--- config.mk ---
export PLATFORM = sky130hd
export DESIGN_NAME = prf_wb_arbiter
export DESIGN_NICKNAME = d
export VERILOG_FILES = /design/src/rtl/prf_wb_arbiter.sv
export SDC_FILE = /design/constraint.sdc
export NUM_CORES = 1
export LEC_CHECK = 0
export BUFFER_PORTS_ARGS = -buffer_cell sky130_fd_sc_hd__buf_2
export CORE_MARGIN = 1
export CORE_UTILIZATION = 49
export CTS_CLUSTER_SIZE = 8
export DETAILED_ROUTE_END_ITERATION = 10
export PLACE_DENSITY = 0.82
export SYNTH_ARGS = -nofsm -noshare
export SYNTH_HDL_FRONTEND = slang
export SYNTH_SLANG_ARGS = --single-unit
--- constraint.sdc ---
create_clock -name clk -period 3.2 [get_ports clk]
set_clock_uncertainty 0.15 [all_clocks]
set_input_delay 0.32 -clock clk [delete_from_list [all_inputs] [get_ports clk]]
set_output_delay 0.32 -clock clk [all_outputs]
set_load 0.01 [all_outputs]
--- src/rtl/prf_wb_arbiter.sv ---
// -----------------------------------------------------------------------------
// prf_wb_arbiter
//
// Writeback arbiter in front of the physical register file. NUM_REQ
// completing functional units compete for the PRF's two write ports using
// valid/ready handshakes. A round-robin scan, starting at rr_ptr, grants the
// first valid requester to port 0 (alu port) and the second to port 1 (mem
// port). Accepted results are registered, so a result accepted in cycle N
// drives the write port in cycle N+1. The same registered outputs also act as
// the RS wakeup broadcast.
//
// Optional feature macro: WB_ARB_PERF_EN
//   defined   -> stall_cnt counts cycles with a valid but unaccepted request
//   undefined -> stall_cnt is tied to 0 and no counter is built
//
// Ports
//   clk           in   clock
//   reset         in   asynchronous active-high reset
//   flush         in   mispredict squash: no grants this cycle
//   req_valid     in   [NUM_REQ]         FU i has a result
//   req_pd        in   [NUM_REQ*PREG_W]  destination preg of FU i (slice i)
//   req_data      in   [NUM_REQ*DATA_W]  result of FU i (slice i)
//   req_ready     out  [NUM_REQ]         FU i result accepted this cycle
//   write_alu_en  out  PRF write port 0 enable
//   pd_alu_out    out  PRF write port 0 preg
//   data_alu_out  out  PRF write port 0 data
//   write_mem_en  out  PRF write port 1 enable
//   pd_mem_out    out  PRF write port 1 preg
//   data_mem_out  out  PRF write port 1 data
//   stall_cnt     out  [32] stall cycle counter (see macro above)
// -----------------------------------------------------------------------------
module prf_wb_arbiter #(
    parameter int NUM_REQ = 3,
    parameter int PREG_W  = 7,
    parameter int DATA_W  = 32
) (
    input  logic                        clk,
    input  logic                        reset,
    input  logic                        flush,
    input  logic [NUM_REQ-1:0]          req_valid,
    input  logic [NUM_REQ*PREG_W-1:0]   req_pd,
    input  logic [NUM_REQ*DATA_W-1:0]   req_data,
    output logic [NUM_REQ-1:0]          req_ready,
    output logic                        write_alu_en,
    output logic [PREG_W-1:0]           pd_alu_out,
    output logic [DATA_W-1:0]           data_alu_out,
    output logic                        write_mem_en,
    output logic [PREG_W-1:0]           pd_mem_out,
    output logic [DATA_W-1:0]           data_mem_out,
    output logic [31:0]                 stall_cnt
);

    localparam int PTR_W = (NUM_REQ > 1) ? $clog2(NUM_REQ) : 1;
    localparam int SUM_W = PTR_W + 1;

    // Unpacked views of the packed request buses.
    logic [PREG_W-1:0] pd_arr   [NUM_REQ];
    logic [DATA_W-1:0] data_arr [NUM_REQ];

    for (genvar g = 0; g < NUM_REQ; g++) begin : g_unpack
        assign pd_arr[g]   = req_pd[g*PREG_W +: PREG_W];
        assign data_arr[g] = req_data[g*DATA_W +: DATA_W];
    end

    logic [PTR_W-1:0]   rr_ptr_q, rr_ptr_d;
    logic               alu_en_q, alu_en_d, mem_en_q, mem_en_d;
    logic [PREG_W-1:0]  alu_pd_q, alu_pd_d, mem_pd_q, mem_pd_d;
    logic [DATA_W-1:0]  alu_data_q, alu_data_d, mem_data_q, mem_data_d;

    logic [NUM_REQ-1:0] grant;
    logic               g0_v, g1_v;
    logic [PTR_W-1:0]   g0_idx, g1_idx, last_idx, idx;
    logic [SUM_W-1:0]   sum;

    // Round-robin scan: rr_ptr, rr_ptr+1, ... wrapping at NUM_REQ.
    // Reset and flush suppress every grant, so ready is low in those cycles.
    always_comb begin
        // NOTE: every variable gets a default first so no path leaves it
        // unassigned; a missing default here would infer a latch.
        grant    = '0;
        g0_v     = 1'b0;
        g1_v     = 1'b0;
        g0_idx   = '0;
        g1_idx   = '0;
        last_idx = rr_ptr_q;
        sum      = '0;
        idx      = '0;
        for (int k = 0; k < NUM_REQ; k++) begin
            sum = {1'b0, rr_ptr_q} + SUM_W'(k);
            if (sum >= SUM_W'(NUM_REQ)) begin
                sum = sum - SUM_W'(NUM_REQ);
            end
            idx = sum[PTR_W-1:0];
            if (req_valid[idx] && !reset && !flush) begin
                if (!g0_v) begin
                    g0_v       = 1'b1;
                    g0_idx     = idx;
                    grant[idx] = 1'b1;
                    last_idx   = idx;
                end else if (!g1_v) begin
                    g1_v       = 1'b1;
                    g1_idx     = idx;
                    grant[idx] = 1'b1;
                    last_idx   = idx;
                end
            end
        end
    end

    assign req_ready = grant;

    // Next-state for the write ports and the pointer. A grant with pd==0
    // (architectural x0) still consumes the slot but never enables the write.
    always_comb begin
        alu_en_d   = g0_v && (pd_arr[g0_idx] != '0);
        alu_pd_d   = g0_v ? pd_arr[g0_idx]   : alu_pd_q;
        alu_data_d = g0_v ? data_arr[g0_idx] : alu_data_q;
        mem_en_d   = g1_v && (pd_arr[g1_idx] != '0);
        mem_pd_d   = g1_v ? pd_arr[g1_idx]   : mem_pd_q;
        mem_data_d = g1_v ? data_arr[g1_idx] : mem_data_q;
        rr_ptr_d   = rr_ptr_q;
        if (g0_v) begin
            rr_ptr_d = (last_idx == PTR_W'(NUM_REQ - 1)) ? '0 : last_idx + 1'b1;
        end
    end

    // NOTE: sequential state uses non-blocking assignments so every register
    // samples the pre-edge values, independent of statement order.
    always_ff @(posedge clk or posedge reset) begin
        if (reset) begin
            rr_ptr_q   <= '0;
            alu_en_q   <= 1'b0;
            alu_pd_q   <= '0;
            alu_data_q <= '0;
            mem_en_q   <= 1'b0;
            mem_pd_q   <= '0;
            mem_data_q <= '0;
        end else begin
            rr_ptr_q   <= rr_ptr_d;
            alu_en_q   <= alu_en_d;
            alu_pd_q   <= alu_pd_d;
            alu_data_q <= alu_data_d;
            mem_en_q   <= mem_en_d;
            mem_pd_q   <= mem_pd_d;
            mem_data_q <= mem_data_d;
        end
    end

    assign write_alu_en = alu_en_q;
    assign pd_alu_out   = alu_pd_q;
    assign data_alu_out = alu_data_q;
    assign write_mem_en = mem_en_q;
    assign pd_mem_out   = mem_pd_q;
    assign data_mem_out = mem_data_q;

`ifdef WB_ARB_PERF_EN
    logic [31:0] stall_cnt_q, stall_cnt_d;

    // Saturating count of cycles where some valid request was not accepted.
    always_comb begin
        stall_cnt_d = stall_cnt_q;
        if (|(req_valid & ~grant) && (stall_cnt_q != '1)) begin
            stall_cnt_d = stall_cnt_q + 32'd1;
        end
    end

    always_ff @(posedge clk or posedge reset) begin
        if (reset) begin
            stall_cnt_q <= '0;
        end else begin
            stall_cnt_q <= stall_cnt_d;
        end
    end

    assign stall_cnt = stall_cnt_q;
`else
    assign stall_cnt = '0;
`endif

`ifndef SYNTHESIS
    // Two real (non-x0) writes to the same preg in one cycle is an upstream bug.
    dup_pd_a: assert property (@(posedge clk) disable iff (reset)
        !(g1_v && (pd_arr[g0_idx] == pd_arr[g1_idx]) && (pd_arr[g0_idx] != '0)));
`endif

endmodule

# [Yosys cells after proc, flatten, opt, wreduce, memory -nomap -nowiden]
# Index checks and enable logic that the tools add are counted.
[word_totals] register_bits=82 latchBits=0 ram_bits=0 rom_bits=0 input_bits=123 out_inout_bits=115 wordCells=99 n_memories=0
[op_classes] add_sub_neg=6 multipliers=0 div=0 magnitude_cmp=11 n_eq_ne=1 n_shift=0 muxes=55 bitwise_logic=4 n_reduce_logical=15
[op_table] op="$bmux W32 S2" n=2
[op_table] op="$mux W32" n=4
[op_table] op="$mux W2" n=19
[op_table] op="$bmux W7 S2" n=2
[op_table] op="$mux W7" n=4
[op_table] op="$mux W3" n=5
[op_table] op="$reduce_bool A7 Y1" n=2
[op_table] op="$mux W1" n=13
[op_table] op="$logic_and A1 B1 Y1" n=11
[op_table] op="$lt A2 B3 Y1 const B" n=3
[op_table] op="$bmux W1 S2" n=3
[op_table] op="$demux W1 S2" n=3
[op_table] op="$ge A2 B1 Y1 const B" n=3
[op_table] op="$ge A3 B2 Y1 const B" n=2
[op_table] op="$ge A3 B3 Y1 const B" n=2
[op_table] op="$not A2 Y3" n=2
[op_table] op="$or A3 B3 Y3" n=2
[op_table] op="$sub A2 B2 Y2 const B" n=3
[op_table] op="$add A2 B1 Y3 const B" n=1
[op_table] op="$add A2 B2 Y3 const B" n=1
[op_table] op="$add A2 B1 Y2 const B" n=1
[op_table] op="$eq A2 B2 Y1 const B" n=1
[op_table] op="$ge A2 B2 Y1 const B" n=1
[op_table] op="$logic_not A1 Y1" n=2

# [Logic depth before layout (Yosys ltp)]
[depth] depth_word=18 depth_mapped=12 mapped_depth_nobuf=8

# [Least setup slack after synthesis]
# OpenSTA, ideal clock, no wires.
[synth_path] path_kind="reg2reg" startpoint="register rr_ptr_q[0]" endpoint="register mem_data_q[0], in the netlist data_mem_out[0]" setup_time_ps=118 t_arrival_ps=2343 required_ps=2932 setup_slack_ps=589 stages_incl_launch_ff=11 n_path_buf=4 period_less_slack_ps=2611 cell_sequence="dfrtp_1 inv_1 ha_1 buf_2 clkbuf_1 o22ai_1 nand2_1 maj3_1 buf_2 buf_2 a21o_1"
[synth_between] elab_chain_len=16 word_cells_on_any_way=38 cone_classes="5 x add/sub; 3 x order compare; 23 x mux; 1 x bitwise; 6 x reduce/logical"
[synth_rtl] item="start: declaration" line_no="65" source="logic [PTR_W-1:0] rr_ptr_q, rr_ptr_d;"
[synth_rtl] item="start signal: assignment" line_no="139" source="rr_ptr_q <= rr_ptr_d;"
[synth_rtl] item="parallel branches: the longest is 16 deep, another holds $add A2 B1 Y3"
[synth_rtl] item="end signal: assignment" line_no="145" source="mem_data_q <= mem_data_d;"
[synth_rtl] item="end: declaration" line_no="68" source="logic [DATA_W-1:0] alu_data_q, alu_data_d, mem_data_q, mem_data_d;"
# Several ways; the timed one is not identified. The select of a mux whose other input is x is not followed.
# A chain may end at the register's enable or synchronous reset.

# [Final worst setup path]
[layout_path] startpoint="register rr_ptr_q[0]" endpoint="output port req_ready[2]"
[layout_between] elab_chain_len=13 word_cells_on_any_way=49 cone_classes="5 x add/sub; 9 x order compare; 24 x mux; 2 x bitwise; 9 x reduce/logical"
[layout_rtl] item="$add A2 B1 Y3, or another cell as far along" line_no="89" source="sum = {1'b0, rr_ptr_q} + SUM_W'(k);"
[layout_rtl] item="$ge A3 B2 Y1, or another cell as far along" line_no="90" source="if (sum >= SUM_W'(NUM_REQ)) begin"
[layout_rtl] item="$mux W2, or another cell as far along" line_no="90"
[layout_rtl] item="$lt A2 B3 Y1 (implied by the code), or another cell as far along" line_no="98, 103"
[layout_rtl] item="$logic_and A1 B1 Y1 (implied by the code), or another cell as far along" line_no="98, 103"
[layout_rtl] item="$mux W1 (implied by the code), or another cell as far along" line_no="98, 103"
[layout_rtl] item="$demux W1 S2 / $mux W3 (equally long branches)" line_no="98, 103, 94"
[layout_rtl] item="$or A3 B3 Y3 (no line)"
[layout_rtl] item="$mux W3" line_no="94" source="if (req_valid[idx] && !reset && !flush) begin"
[layout_rtl] item="$or A3 B3 Y3 (no line)"
[layout_rtl] item="$mux W3" line_no="100" source="end else if (!g1_v) begin"
[layout_rtl] item="$mux W3" line_no="95" source="if (!g0_v) begin"
[layout_rtl] item="$mux W3 *" line_no="94"
[layout_rtl] item="end: declaration" line_no="43" source="output logic [NUM_REQ-1:0] req_ready,"
# Mark *: on every way between the ends. The rest lies on a longest branch, timed or not. The select of a mux whose other input is x is not followed.

==> metrics.txt <==
# clock sinks=a little over 80; RR Startpoint=rr_ptr_q[0]$_DFFE_PP0P_; depth of the CTS H-tree=3; drt drc=0; CP cell instances=inv_1, ha_2, nand2b_1, o22ai_1, and2_1, a21oi_2, a222oi_1, inv_1, buf_2; critical path launch point type=flop; CTS Buf Count=9; vias in the first global route=roughly 5,000; Fillers=959; initial antenna violation count=0; 1st-iter DRT viols=about 300; DPL Wire Length=~11,000 um; # rows=38; GRT Util Overall=between 20% and 30%; Clock power frac=around 17%; area of the core=0.0109 sq mm; cells after synthesis=roughly 580; type of destination of the critical path=output port; Initial Utilization=between 50 and 60%; worst-path fanout max=13; Die Y=about 110 um; Syn. warnings=0; Routed WL=around 15,000 um; Slew @ Worst Pin=664 ps; Post-Place Worst Slack=246 ps; first drt pass iteration count=5; CTS clk-pin slew, worst paths=~80 ps; number of synthesized flops with an enable pin=0; Top FF cell, synth=dfrtp_1; Post-synth ARST share=100%; Reg-to-Reg End=data_mem_out[16]$_DFFE_PP0P_; WHS=about 160 ps; WHS Path Cells=3; Ports=approximately 240; Tcrit/Tclk final=a little over nine tenths; mean post-synth cell area=~9.5 sq um; layout cells sized above 1=between 30% and 40%; full die area=~0.012 sq mm; port bufs=between 200 and 250; critical path arrival=between 2000 and 3000 ps; Setup WS post-layout=133 ps; Synth top area share=a little under two fifths; switching part of the total power=approximately two fifths; area grow syn2layout=22.2%; DR vias=between 5,000 and 6,000; Overflow after GRT=0; fin cells=903; Hold Path End=write_mem_en$_DFF_PP0_; DR WL/cell=approximately 17 um; largest family of logic cells by synthesized area=compound AO/OA/AOI/OAI gates; mux cell area share after synthesis=approximately 16%; DR vias/cell=between 5 and 6; combinational fraction of design power=47.6%; Synth top cells by count=dfrtp_1, mux2i_1, nor2_1; multi-input combinational cell area=just over 0.003 sq mm; synthesized cell area=around 0.0055 sq mm; die width=around 110 um; Worst Reg-to-Reg Cells=9; CP max stage delay=between 400 and 500 ps; Slew Limit Fails=0; CP dominant cell by count=inv_1; Adder-Cell Fraction of Synth Area=roughly 1.3%; status=complete, no violations; Synth Area in Compound Gates=25.6%; min-delay src=req_pd[14]; sequential share of the synthesized area=around 37%; final hold violations=0; Power Internal=~3 mW; Synth area leaders=dfrtp_1, mux2i_1, a21o_1, a211oi_1, nor2_1; fin util=about three fifths; Post-Synth XOR/XNOR Area=0%; placed insts=approximately 890; CTS tree=yes; max cap viols=0; leakage power=around 4.1 nW; hold crit path type=in -> reg; Fmax=around 330 MHz; most numerous cell in the Yosys netlist=dfrtp_1; maximum number of pins on one net before global-route repair=80; # nets final=roughly 900; Antenna Cells=0; worst skew pair latency=350 ps; simple-gate area share of the yosys netlist=9.37%; Crit Path Class=reg -> out; Reg power frac=a little over a third; FF/Latch Area=0.00205 sq mm; Max Root-Sink Buffers=2; Seq cells post-synth=82; NetSw=about 2 mW; WP data required=2730 ps; Final Setup Violations=0; Reg2Reg Setup Slack=~220 ps; Power Dens Cells=between 700 and 800 mW/mm^2; CTS Root Cell=clkbuf_8; crit path launch=rr_ptr_q[0]$_DFFE_PP0P_; Worst path slowest cell=ha_2; Synth area leader=dfrtp_1; post-layout min period=3070 ps; Routed Antenna Nets=0; Max IR drop VDD=between 0.4 and 0.5 mV; first-pass GRT wire length=~24,000 um; Synth cell types=between 50 and 60; slew margin rel.=a little under three fifths; placer congestion estimate=approximately 0.89
==> cell usage in the layout (no fill, tap or decap), types with 2 or more instances in the layout <==
cell type and count:
o21ai_1 2, inv_1 8, o22ai_1 2, mux2i_1 80, ha_1 2, ha_2 2
a211oi_1 71, mux2_2 5, bufinv_16 2, o21ai_0 14, or2_2 2, buf_2 205
a222oi_1 2, a21oi_1 3, nor4_1 2, conb_1 32, clkbuf_8 10, a21o_1 73
nor2b_1 2, or3_1 3, a22o_1 2, buf_12 4, o211ai_1 2, nor3_1 2
nand3b_1 2, buf_4 13, nor2_1 79, nand2b_1 3, clkinv_2 3, nand2_1 15
nand3_1 4, dfrtp_1 82
==> per-layer routing <==
metal | up-vias | global-route usage, % | share of wire [%]
li1 | 2399 | - | -
met1 | 2476 | 31.1 | 40
met2 | 232 | 45.6 | 50
met3 | 37 | 6.57 | 6.8
met4 | 0 | 10.7 | 2.9
met5 | - | 0 | 0
==> sequential cells by signal, summed over array words and instances (netlist names) <==
signal / count
data_alu_out: 32
data_mem_out: 32
pd_alu_out: 7
pd_mem_out: 7
rr_ptr_q: 2
write_alu_en: 1
write_mem_en: 1
==> final cells by class <==
type | count | area share [%]
Inverter | 9 | 0.521
Tap cell | 140 | 2.61
Clock buffer | 11 | 2.10
Timing Repair Buffer | 223 | 18.0
Multi-Input combinational cell | 433 | 45.1
Sequential cell | 82 | 30.5
Clock inverter | 5 | 1.15
==> how the worst max path moves through the flow <==
stage                                               to  depth (start not counted)
final                                     req_ready[2]                          9
after detailed placement   data_mem_out[0]$_DFFE_PP0P_                          9
after CTS                                 req_ready[2]                          9
after global placement    data_alu_out[18]$_DFFE_PP0P_                          9
after floorplan            data_mem_out[0]$_DFFE_PP0P_                         10
after global routing                      req_ready[2]                         10
==> power by group through the flow <==
stage / sequential [mW] / combinational, mW / clock, mW
2_1_floorplan: 1.99 / 1.27 / 0
3_3_place_gp: 1.77 / 2.31 / 0
3_5_place_dp: 1.79 / 2.39 / 0
4_1_cts: 1.78 / 2.39 / 0.866
5_1_grt: 1.83 / 2.60 / 0.910
6_report: 1.78 / 2.39 / 0.847
==> timing repair <==
item	in CTS	in global routing
hold buffers	1	0
endpoints found under the setup margin	0	21
buffers inserted	0	0
gates resized for setup	0	3
endpoints found under the hold margin	34	0
==> logic make-up after synthesis <==
kind of cell    count (synthesis)
mux                            87
compound gates                189
buf+inv                        93
flops                          82
other cells                     1
fa+ha+maj                       6
simple gates                  119
==> critical path: cells and delay by family (launching register included) <==
| family | cells | cell delay [ps] |
|---|---|---|
| fa+ha+maj | 1 | 470 |
| simple gates | 2 | 390 |
| flops | 1 | 430 |
| compound gates | 3 | 650 |
| buf+inv | 3 | 320 |
==> metrics by stage <==
step | area (sq um) | TNS, ps | power, mW
floorplan | 5620 | 0 | 3.26
global placement | 6490 | 0 | 4.07
detailed placement | 6490 | 0 | 4.18
CTS | 6720 | 0 | 5.04
global route | 6720 | -9.50 | 5.34
finish | 6720 | 0 | 5.01
Note: power is estimated with default switching activity, not from simulation.
